**src/rtl/exc_redirect_pkg.sv**
```systemverilog
// Shared definitions for the exception/ERET redirect path and the PC generator.
package exc_redirect_pkg;

    // Redirect target for exceptions and interrupts, and the boot PC.
    localparam logic [31:0] EXC_VECTOR_DEFAULT = 32'hBFC00380;
    localparam logic [31:0] RESET_PC           = 32'hBFC00000;

    // Wide enough for an in-flight count of up to 7.
    localparam int CNT_W = 3;

    typedef enum logic [1:0] {
        IDLE  = 2'd0,
        DRAIN = 2'd1,
        ISSUE = 2'd2
    } state_e;

    // An exception takes priority over an ERET raised in the same cycle.
    function automatic logic [31:0] select_target(input logic        exc,
                                                  input logic [31:0] vec,
                                                  input logic [31:0] epc);
        return exc ? vec : epc;
    endfunction

endpackage

```
**src/rtl/fetch_outstanding_cnt.sv**
```systemverilog
// Up/down counter of fetch requests in flight, saturating at 0 and at
// MAX_OUTSTANDING, with a sticky error flag on any over/underflow attempt.
module fetch_outstanding_cnt
    import exc_redirect_pkg::*;
#(
    parameter int MAX_OUTSTANDING = 2
) (
    input  logic             clk,
    input  logic             resetn,
    input  logic             i_inc,
    input  logic             i_dec,
    output logic [CNT_W-1:0] o_next_out,
    output logic             o_ovf_err
);

    localparam logic [CNT_W-1:0] MAX_CNT = CNT_W'(MAX_OUTSTANDING);

    logic [CNT_W-1:0] r_cnt;
    logic             r_ovf_err;
    logic             w_over;
    logic             w_under;
    logic [CNT_W-1:0] w_next;

    // Next count: simultaneous inc and dec cancel; out-of-range moves saturate.
    always_comb begin
        // NOTE: every always_comb output gets a default first so no path leaves it unassigned (no latch).
        w_next  = r_cnt;
        w_over  = i_inc && !i_dec && (r_cnt == MAX_CNT);
        w_under = i_dec && !i_inc && (r_cnt == '0);
        if (i_inc && !i_dec && !w_over) begin
            w_next = r_cnt + CNT_W'(1);
        end else if (i_dec && !i_inc && !w_under) begin
            w_next = r_cnt - CNT_W'(1);
        end
    end

    // Count register and sticky error flag.
    always_ff @(posedge clk or negedge resetn) begin
        if (!resetn) begin
            r_cnt     <= '0;
            r_ovf_err <= 1'b0;
        end else begin
            // NOTE: sequential state uses non-blocking assignments so all registers update together.
            r_cnt <= w_next;
            if (w_over || w_under) begin
                r_ovf_err <= 1'b1;
            end
        end
    end

    assign o_next_out = w_next;
    assign o_ovf_err  = r_ovf_err;

endmodule

```
**src/rtl/exc_redirect.sv**
```systemverilog
// Exception/ERET redirect unit: flushes the pipeline, drains squashed fetch
// responses, then hands one redirect PC to the PC generator.
module exc_redirect
    import exc_redirect_pkg::*;
#(
    parameter int          MAX_OUTSTANDING = 2,
    parameter logic [31:0] EXC_VECTOR      = EXC_VECTOR_DEFAULT
) (
    input  logic        clk,
    input  logic        resetn,
    input  logic        exc_oc,
    input  logic        eret,
    input  logic [31:0] cp0_epc,
    input  logic        inst_req,
    input  logic        inst_addr_ok,
    input  logic        inst_data_ok,
    output logic        flush,
    output logic        hold_req,
    output logic        drop_data,
    output logic        redirect_valid,
    output logic [31:0] redirect_pc,
    input  logic        redirect_ready,
    output logic        ovf_err
);

    state_e           r_state;
    logic [31:0]      r_target;
    logic [CNT_W-1:0] r_drop_cnt;
    logic             r_flush;

    logic             w_event;
    logic [31:0]      w_sel_target;
    logic [CNT_W-1:0] w_next_out;

    assign w_event      = exc_oc || eret;
    assign w_sel_target = select_target(exc_oc, EXC_VECTOR, cp0_epc);

    fetch_outstanding_cnt #(
        .MAX_OUTSTANDING (MAX_OUTSTANDING)
    ) u_out_cnt (
        .clk        (clk),
        .resetn     (resetn),
        .i_inc      (inst_req && inst_addr_ok),
        .i_dec      (inst_data_ok),
        .o_next_out (w_next_out),
        .o_ovf_err  (ovf_err)
    );

    // Redirect FSM, target latch and count of responses still to be dropped.
    always_ff @(posedge clk or negedge resetn) begin
        if (!resetn) begin
            r_state    <= IDLE;
            r_target   <= '0;
            r_drop_cnt <= '0;
            r_flush    <= 1'b0;
        end else begin
            // Every event flushes, including a re-trigger during a redirect.
            r_flush <= w_event;
            case (r_state)
                IDLE: begin
                    if (w_event) begin
                        r_target   <= w_sel_target;
                        // Includes this cycle's accept, excludes this cycle's response.
                        r_drop_cnt <= w_next_out;
                        r_state    <= (w_next_out != '0) ? DRAIN : ISSUE;
                    end
                end
                DRAIN: begin
                    // hold_req blocks new requests, so only the target moves on re-trigger.
                    if (w_event) begin
                        r_target <= w_sel_target;
                    end
                    if (inst_data_ok) begin
                        r_drop_cnt <= r_drop_cnt - CNT_W'(1);
                        if (r_drop_cnt == CNT_W'(1)) begin
                            r_state <= ISSUE;
                        end
                    end
                end
                ISSUE: begin
                    // An event coinciding with acceptance is lost; the PC stays stable.
                    if (redirect_ready) begin
                        r_state <= IDLE;
                    end else if (w_event) begin
                        r_target <= w_sel_target;
                    end
                end
                default: r_state <= IDLE;
            endcase
        end
    end

    assign flush          = r_flush;
    assign hold_req       = (r_state != IDLE);
    assign redirect_valid = (r_state == ISSUE);
    assign redirect_pc    = r_target;
    assign drop_data      = inst_data_ok && (r_state == DRAIN);

endmodule

```
**config.mk**
```make
export PLATFORM = sky130hd
export DESIGN_NAME = exc_redirect
export DESIGN_NICKNAME = d
export VERILOG_FILES = /design/src/rtl/exc_redirect_pkg.sv /design/src/rtl/fetch_outstanding_cnt.sv /design/src/rtl/exc_redirect.sv
export SDC_FILE = /design/constraint.sdc
export NUM_CORES = 1
export LEC_CHECK = 0
export BUFFER_PORTS_ARGS = -buffer_cell sky130_fd_sc_hd__buf_2
export CAP_MARGIN = 30
export CORE_ASPECT_RATIO = 1.75
export CORE_UTILIZATION = 52
export CTS_CLUSTER_SIZE = 8
export DETAILED_ROUTE_END_ITERATION = 7
export GPL_ROUTABILITY_DRIVEN = 1
export PLACE_DENSITY = 0.84
export SYNTH_ARGS = -nofsm -noshare
export SYNTH_HDL_FRONTEND = slang
export SYNTH_SLANG_ARGS = --single-unit
```
**constraint.sdc**
```tcl
create_clock -name clk -period 4.57 [get_ports clk]
set_input_delay 0.457 -clock clk [delete_from_list [all_inputs] [get_ports clk]]
set_output_delay 0.457 -clock clk [all_outputs]
set_load 0.02 [all_outputs]
```
==> impl_metrics.ini, run 1 <==
[run_status]
outcome = complete, no violations

[placement]
detailed_place_hpwl_um = 3120
io_buffers = 76
placed_cells = 323
place_congestion = 0.810
place_area_um2 = 2400

[finish]
finalInstanceArea_um2 = 2510
synthToLayoutAreaGrowth_pct = 23.9
drive_above_1_share = 0.326
multi_input_area_um2 = 880
final_net_count = 330
nFillCells = 299
finalNonFillerCells = 331
diodes = 0
regArea_um2 = 1050

[floorplanning]
die_h_um = 84.5
ios = 77
core_um2 = 3660
dieArea_um2 = 4160
start_util = 0.552
die_w_um = 49.2
rows = 29

[grt]
grt_first_pass_wirelength_um = 7060
grt_pass1_vias = 1695
grt-ovfl-total = 0
grt_max_degree = 65
track_usage = 0.221
grt_antenna_before_repair = 0

[power]
vdd_ir_drop_max_mv = 0.398
p_leak_nw = 1.24
p_total_mw = 1.50
power.density_nw_per_um2 = 598

[yosys]
synth_cell_type_count = 41
syn-num-nets = 260
netlist_area_um2 = 2020
synth_flop_cell = dfrtp_1
synthCells = 214
yosys_register_bits = 42
yosys_warnings = 0
synthArstFlopShare = 1.00
avgSynthCellArea_um2 = 9.46
seq_area_frac_synth = 0.519
synth_edf_count = 0

[sta]
final.period_utilization = 0.425
rsz0062_at_grt = false
whs_ns = 0.297
clock_skew_ns = 0.00840
slew-limit-headroom = 0.374
finalSetupViolCount = 0
tightest_slew_ns = 0.939
hold_viol = 0
finalSetupTns_ns = 0
period_minus_slack_ns = 1.94
slew_viol_final = 0
fmax_mhz = 515

[clock_network]
cts.repair.resized = 0
cts.sinks = 42
cts_tree = built
clk_latency_ns = 0.29
cts_buffers = 5
hold_buffers = 0
clk_pin_slew_ns = 0.08
cts_setup_buffers = 0
clockBufferDepth = 2
cts_root_buffer = clkbuf_8
htreeDepth = 2

[drt]
drt_iter0_markers = 26
drtPass1Iterations = 4
ant_nets = 0
routedWlPerCell_um = 12.9
via_per_inst = 5.05
vias = 1670
routed_wl_um = 4260
drc_errors = 0

[worst_setup_path]
crit_slowest_cell = or2_2
worstPathArrival_ns = 2.07
path_class = in2reg
cp-end-kind = flip-flop
cp.buffers_inverters = 1
start_kind = input port
worstPathCellList = buf_2, nor2_1, or2_2, o21ai_0
crit_family = simple AND/OR/NAND/NOR gates
crit_fanout = 64
cp.required_ns = 4.70
slowest_delay_ns = 0.80

[flow_run]
maxCapViolCount = 0

[min_path]
hp-class = in2async
## cells in the final DEF, fill, tap and decap left out, drive strengths merged, types with 3 or more instances in the layout
| cell type | Yosys | layout |
|---|---|---|
| nand2b | 21 | 21 |
| o21ai | 34 | 34 |
| dfrtp | 42 | 42 |
| clkbuf | 4 | 7 |
| ha | 6 | 6 |
| a21oi | 4 | 4 |
| nand2 | 35 | 35 |
| nor2 | 18 | 18 |
| buf | 9 | 76 |
| inv | 9 | 9 |
| or2 | 3 | 3 |
## final timing paths
check | startpoint | endpoint | slack [ns] | depth (start not counted)
min | resetn | redirect_pc[13] | 0.30 | 1
max reg2reg | r_state[0] | redirect_pc[0] | 2.65 | 3
min reg2reg | u_out_cnt.o_ovf_err | u_out_cnt.o_ovf_err | 0.48 | 1
max in group asynchronous | resetn | redirect_pc[9] | 3.71 | 1
max | exc_oc | redirect_pc[0] | 2.63 | 4
min in group clk | cp0_epc[8] | redirect_pc[8] | 0.40 | 3
## registers in the layout (all words and copies together), names as in the netlist
signal               flops
u_out_cnt.r_cnt          3
flush                    1
r_drop_cnt               3
r_state                  2
redirect_pc             32
u_out_cnt.o_ovf_err      1
## logic make-up (layout without fill, tap and decap cells)
| group | Yosys count | count (layout) | share of synthesized area |
|---|---|---|---|
| buffers and inverters | 22 | 93 | 0.0463 |
| adders and majority gates | 6 | 6 | 0.0371 |
| muxes | 3 | 3 | 0.0155 |
| and+or+nand+nor | 90 | 90 | 0.221 |
| AOI/OAI and AO/OA | 50 | 50 | 0.156 |
| xor gates and xnor gates | 1 | 1 | 0.00433 |
| DFF | 42 | 42 | 0.519 |
## report_power, final
| part | switching [mW] | total (mW) | internal [mW] |
|---|---|---|---|
| clock network | 0.119 | 0.282 | 0.163 |
| registers | 0.0934 | 0.588 | 0.494 |
| logic | 0.391 | 0.631 | 0.240 |
| total | 0.603 | 1.50 | 0.898 |
## per-stage QoR
stage	setup slack, ns	utilization
floorplan	2.92	-
global placement	2.44	0.656
detailed placement	2.31	0.656
CTS	2.62	0.685
global route	2.39	0.685
finish	2.63	0.685
## synthesized netlist by cell type (2+ instances only)
| library cell | instances | share of area |
|---|---|---|
| dfrtp_1 | 42 | 0.52 |
| nor2_1 | 18 | 0.033 |
| nand2_1 | 34 | 0.063 |
| ha_1 | 6 | 0.037 |
| nor2b_1 | 2 | 0.0062 |
| nor3b_1 | 2 | 0.0074 |
| o21ai_1 | 12 | 0.030 |
| nand2b_1 | 21 | 0.065 |
| clkbuf_1 | 4 | 0.0074 |
| mux2i_1 | 2 | 0.0099 |
| nand3_1 | 2 | 0.0049 |
| o21ai_0 | 22 | 0.054 |
| or2_1 | 2 | 0.0062 |
| inv_1 | 8 | 0.015 |
| buf_2 | 9 | 0.022 |
| a21oi_1 | 3 | 0.0074 |
## final cells by class
type	count	area share
flip-flops and latches	42	0.419
multi-input cells	150	0.351
repair buffers	76	0.152
clock buffers	7	0.0304
well taps	46	0.0229
inverters	9	0.0135
clock inverters	1	0.0120
## layer usage
layer / part of all wire / routed length, um / vias up / track usage
li1: - / - / 843 / -
met1: 0.38 / 1630 / 776 / 0.246
met2: 0.57 / 2410 / 46 / 0.405
met3: 0.039 / 165 / 5 / 0.0417
met4: 0.013 / 55 / 0 / 0.0856
met5: 0 / 0 / - / 0
(Power assumes the default switching activity.)
==> run 2: changes to the inputs <==
--- a/config.mk
+++ b/config.mk
@@ -5,14 +5,15 @@
 export SDC_FILE = /design/constraint.sdc
 export NUM_CORES = 1
 export LEC_CHECK = 0
+export ABC_AREA = 1
 export BUFFER_PORTS_ARGS = -buffer_cell sky130_fd_sc_hd__buf_2
 export CAP_MARGIN = 30
 export CORE_ASPECT_RATIO = 1.75
-export CORE_UTILIZATION = 52
+export CORE_UTILIZATION = 44
 export CTS_CLUSTER_SIZE = 8
 export DETAILED_ROUTE_END_ITERATION = 7
 export GPL_ROUTABILITY_DRIVEN = 1
-export PLACE_DENSITY = 0.84
+export PLACE_DENSITY = 0.76
 export SYNTH_ARGS = -nofsm -noshare
 export SYNTH_HDL_FRONTEND = slang
 export SYNTH_SLANG_ARGS = --single-unit
==> constraint.sdc (replaced) <==
create_clock -name clk -period 1.7 [get_ports clk]
set_input_delay 0.17 -clock clk [delete_from_list [all_inputs] [get_ports clk]]
set_output_delay 0.17 -clock clk [all_outputs]
set_load 0.02 [all_outputs]
==> run 2 against run 1 <==
  * First-iteration DRC count increased by 31%
  * Register-to-register slack got worse by 2.5 ns
  * Sequential share of layout area is 0.54 points lower
  * Clock power is 130% higher
  * Largest power group unchanged
  * Flip-flop and latch count unchanged
  * Count of clock-buffer cells in the layout is 1 lower
  * Final area rose by 1.3%
  * Critical path depth increased by 1
  * Global-route usage fell by 2.5 points
  * Non-clock buffer count grew 5
  * Synthesized area down 1.5%
  * Worst hold slack got worse by 0.18 ns
==> impl_metrics.ini, run 2 <==
[run_status]
outcome = complete, no violations

[yosys]
synth_cell_type_count = 24
yosys_register_bits = 42
yosys_warnings = 0
avgSynthCellArea_um2 = 8.45
synthTopCellsByCount = dfrtp_1, inv_1, nor2_1
yosysMostFrequentCell = dfrtp_1
netlist_area_um2 = 1990
synth_edf_count = 0
synth_area_leaders = dfrtp_1, inv_1, nor2_1
syn-num-nets = 282
synthArstFlopShare = 1.00
seq_area_frac_synth = 0.527
synthCells = 236
synth_flop_cell = dfrtp_1
synth_area_leader_cell = dfrtp_1
synth_top_cell_area_share = 0.527

[flow_run]
maxCapViolCount = 0

[worst_setup_path]
r2r_cells = 11
worstPathCellList = inv_2, nor2_4, inv_1, nor2_1, buf_2
worstPathArrival_ns = 1.33
crit_family = flip-flops
crit_slowest_cell = dfrtp_1
start_kind = flip-flop
cp.required_ns = 1.53
slowest_delay_ns = 0.45
ff2ff_setup_slack_ns = 0.20
cp-end-kind = output pin
crit_cells = 5
cp.buffers_inverters = 3
crit_fanout = 6
path_class = reg2out

[grt]
grt_antenna_before_repair = 0
grt_pass1_vias = 1775
grt-ovfl-total = 0
grt_first_pass_wirelength_um = 7190
track_usage = 0.196
grt_max_degree = 65

[finish]
final_cell_mix = buf_2, dfrtp_1, inv_1, nor2_1, nand2_1
mostFrequentLayoutCell = buf_2
final_net_count = 361
largest_reg_flops = 32
regArea_um2 = 1050
synthToLayoutAreaGrowth_pct = 27.5
final_util = 0.582
drive_above_1_share = 0.316
multi_input_area_um2 = 756
diodes = 0
nFillCells = 408

[floorplanning]
dieArea_um2 = 4810
rows = 32
die_w_um = 52.9
die_h_um = 91.0
start_util = 0.457
core_um2 = 4360
ios = 77

[clock_network]
cts.sinks = 42
cts_setup_buffers = 0
clk_latency_ns = 0.29
cts_tree = built
clk_pin_slew_ns = 0.09
clockBufferDepth = 2
cts_buffers = 5
htreeDepth = 2
cts_root_buffer = clkbuf_8

[power]
power.density_nw_per_um2 = 1450
vdd_ir_drop_max_mv = 0.797
p_leak_nw = 1.33

[sta]
tightest_slew_ns = 0.518
slew-limit-headroom = 0.655
fmax_mhz = 666
final.period_utilization = 0.883
hold_viol = 0
period_minus_slack_ns = 1.50
rsz0062_at_grt = false
finalSetupTns_ns = 0
finalSetupViolCount = 0
clock_skew_ns = 0.00551
slew_viol_final = 0

[drt]
routed_wl_um = 4180
drt_iter0_markers = 34
drtPass1Iterations = 4
vias = 1773
via_per_inst = 4.83
ant_nets = 0
drc_errors = 0
routedWlPerCell_um = 11.4

[min_path]
holdPathStages = 3
hp-class = in2reg

[placement]
place_congestion = 0.785
detailed_place_hpwl_um = 3130
io_buffers = 76
[run 2: cell count changes after synthesis, moves of 6 or more]
cell and change:
a21oi_1 +13, inv_1 +28, nand3_1 +22, nand2_1 -8, o21ai_1 -9, nor2_1 +17
nand2b_1 -21, buf_2 -6
[run 2: through the flow]
step	std cells	power [mW]	setup slack [ns]	hold slack [ns]	cell area [um^2]
after floorplan	236	2.57	0.332	-0.126	1990
after global placement	358	3.00	0.216	0.269	2430
after detailed placement	358	3.06	0.159	0.276	2430
after CTS	367	3.73	0.146	0.106	2540
after global routing	367	4.00	0.0296	0.118	2540
final	367	3.68	0.199	0.114	2540
[run 2: metal layers]
metal,vias up,share of wire,GRT usage
met5,-,0,0
met4,0,0.0077,0.0768
met3,2,0.056,0.0419
met2,48,0.55,0.360
met1,822,0.38,0.203
li1,901,-,-
[run 2: path summary, 6_finish.rpt]
kind                                        to                start
max                                  drop_data           r_state[0]
min                             redirect_pc[1]           cp0_epc[1]
max reg2reg                         r_state[0]   u_out_cnt.r_cnt[0]
min reg2reg                u_out_cnt.o_ovf_err  u_out_cnt.o_ovf_err
max in group asynchronous   u_out_cnt.r_cnt[1]               resetn
min in group asynchronous      redirect_pc[24]               resetn
[run 2: power by group]
group          leakage, nW  total [mW]  internal (mW)  switching, mW
sequential           0.498        1.44           1.27          0.174
combinational        0.788        1.58          0.553           1.03
clock               0.0472       0.661          0.327          0.335
total                 1.33        3.68           2.15           1.54
[run 2: kinds of logic after synthesis]
family | Yosys count | share of synthesized area
fa+ha+maj | 6 | 0.0377
compound gates | 45 | 0.122
simple gates | 94 | 0.210
buf+inv | 47 | 0.0948
xor+xnor | 2 | 0.00879
flops | 42 | 0.527
[run 2: layout make-up]
class | instances | area share
repair buffers | 81 | 0.170
flip-flops and latches | 42 | 0.414
clock buffers | 6 | 0.0325
inverters | 38 | 0.0561
well taps | 51 | 0.0251
multi-input cells | 147 | 0.297
clock inverters | 2 | 0.00492
[run 2: worst reg2reg max path: stages, from the launching register on]
cell     delay, ns
dfrtp_1       0.41
inv_2         0.10
ha_1          0.17
nand2_2       0.07
nor2_1        0.15
nor2_1        0.06
nand2_1       0.07
nand2_2       0.06
nor2_1        0.09
nand2_1       0.08
nand3_1       0.08
nand2_1       0.05
[run 2: repair_timing]
| action | CTS | global route |
|---|---|---|
| hold buffers | 1 | 0 |
| setup endpoints to repair | 0 | 2 |
| resized for setup | 0 | 2 |
| hold endpoints to repair | 42 | 0 |
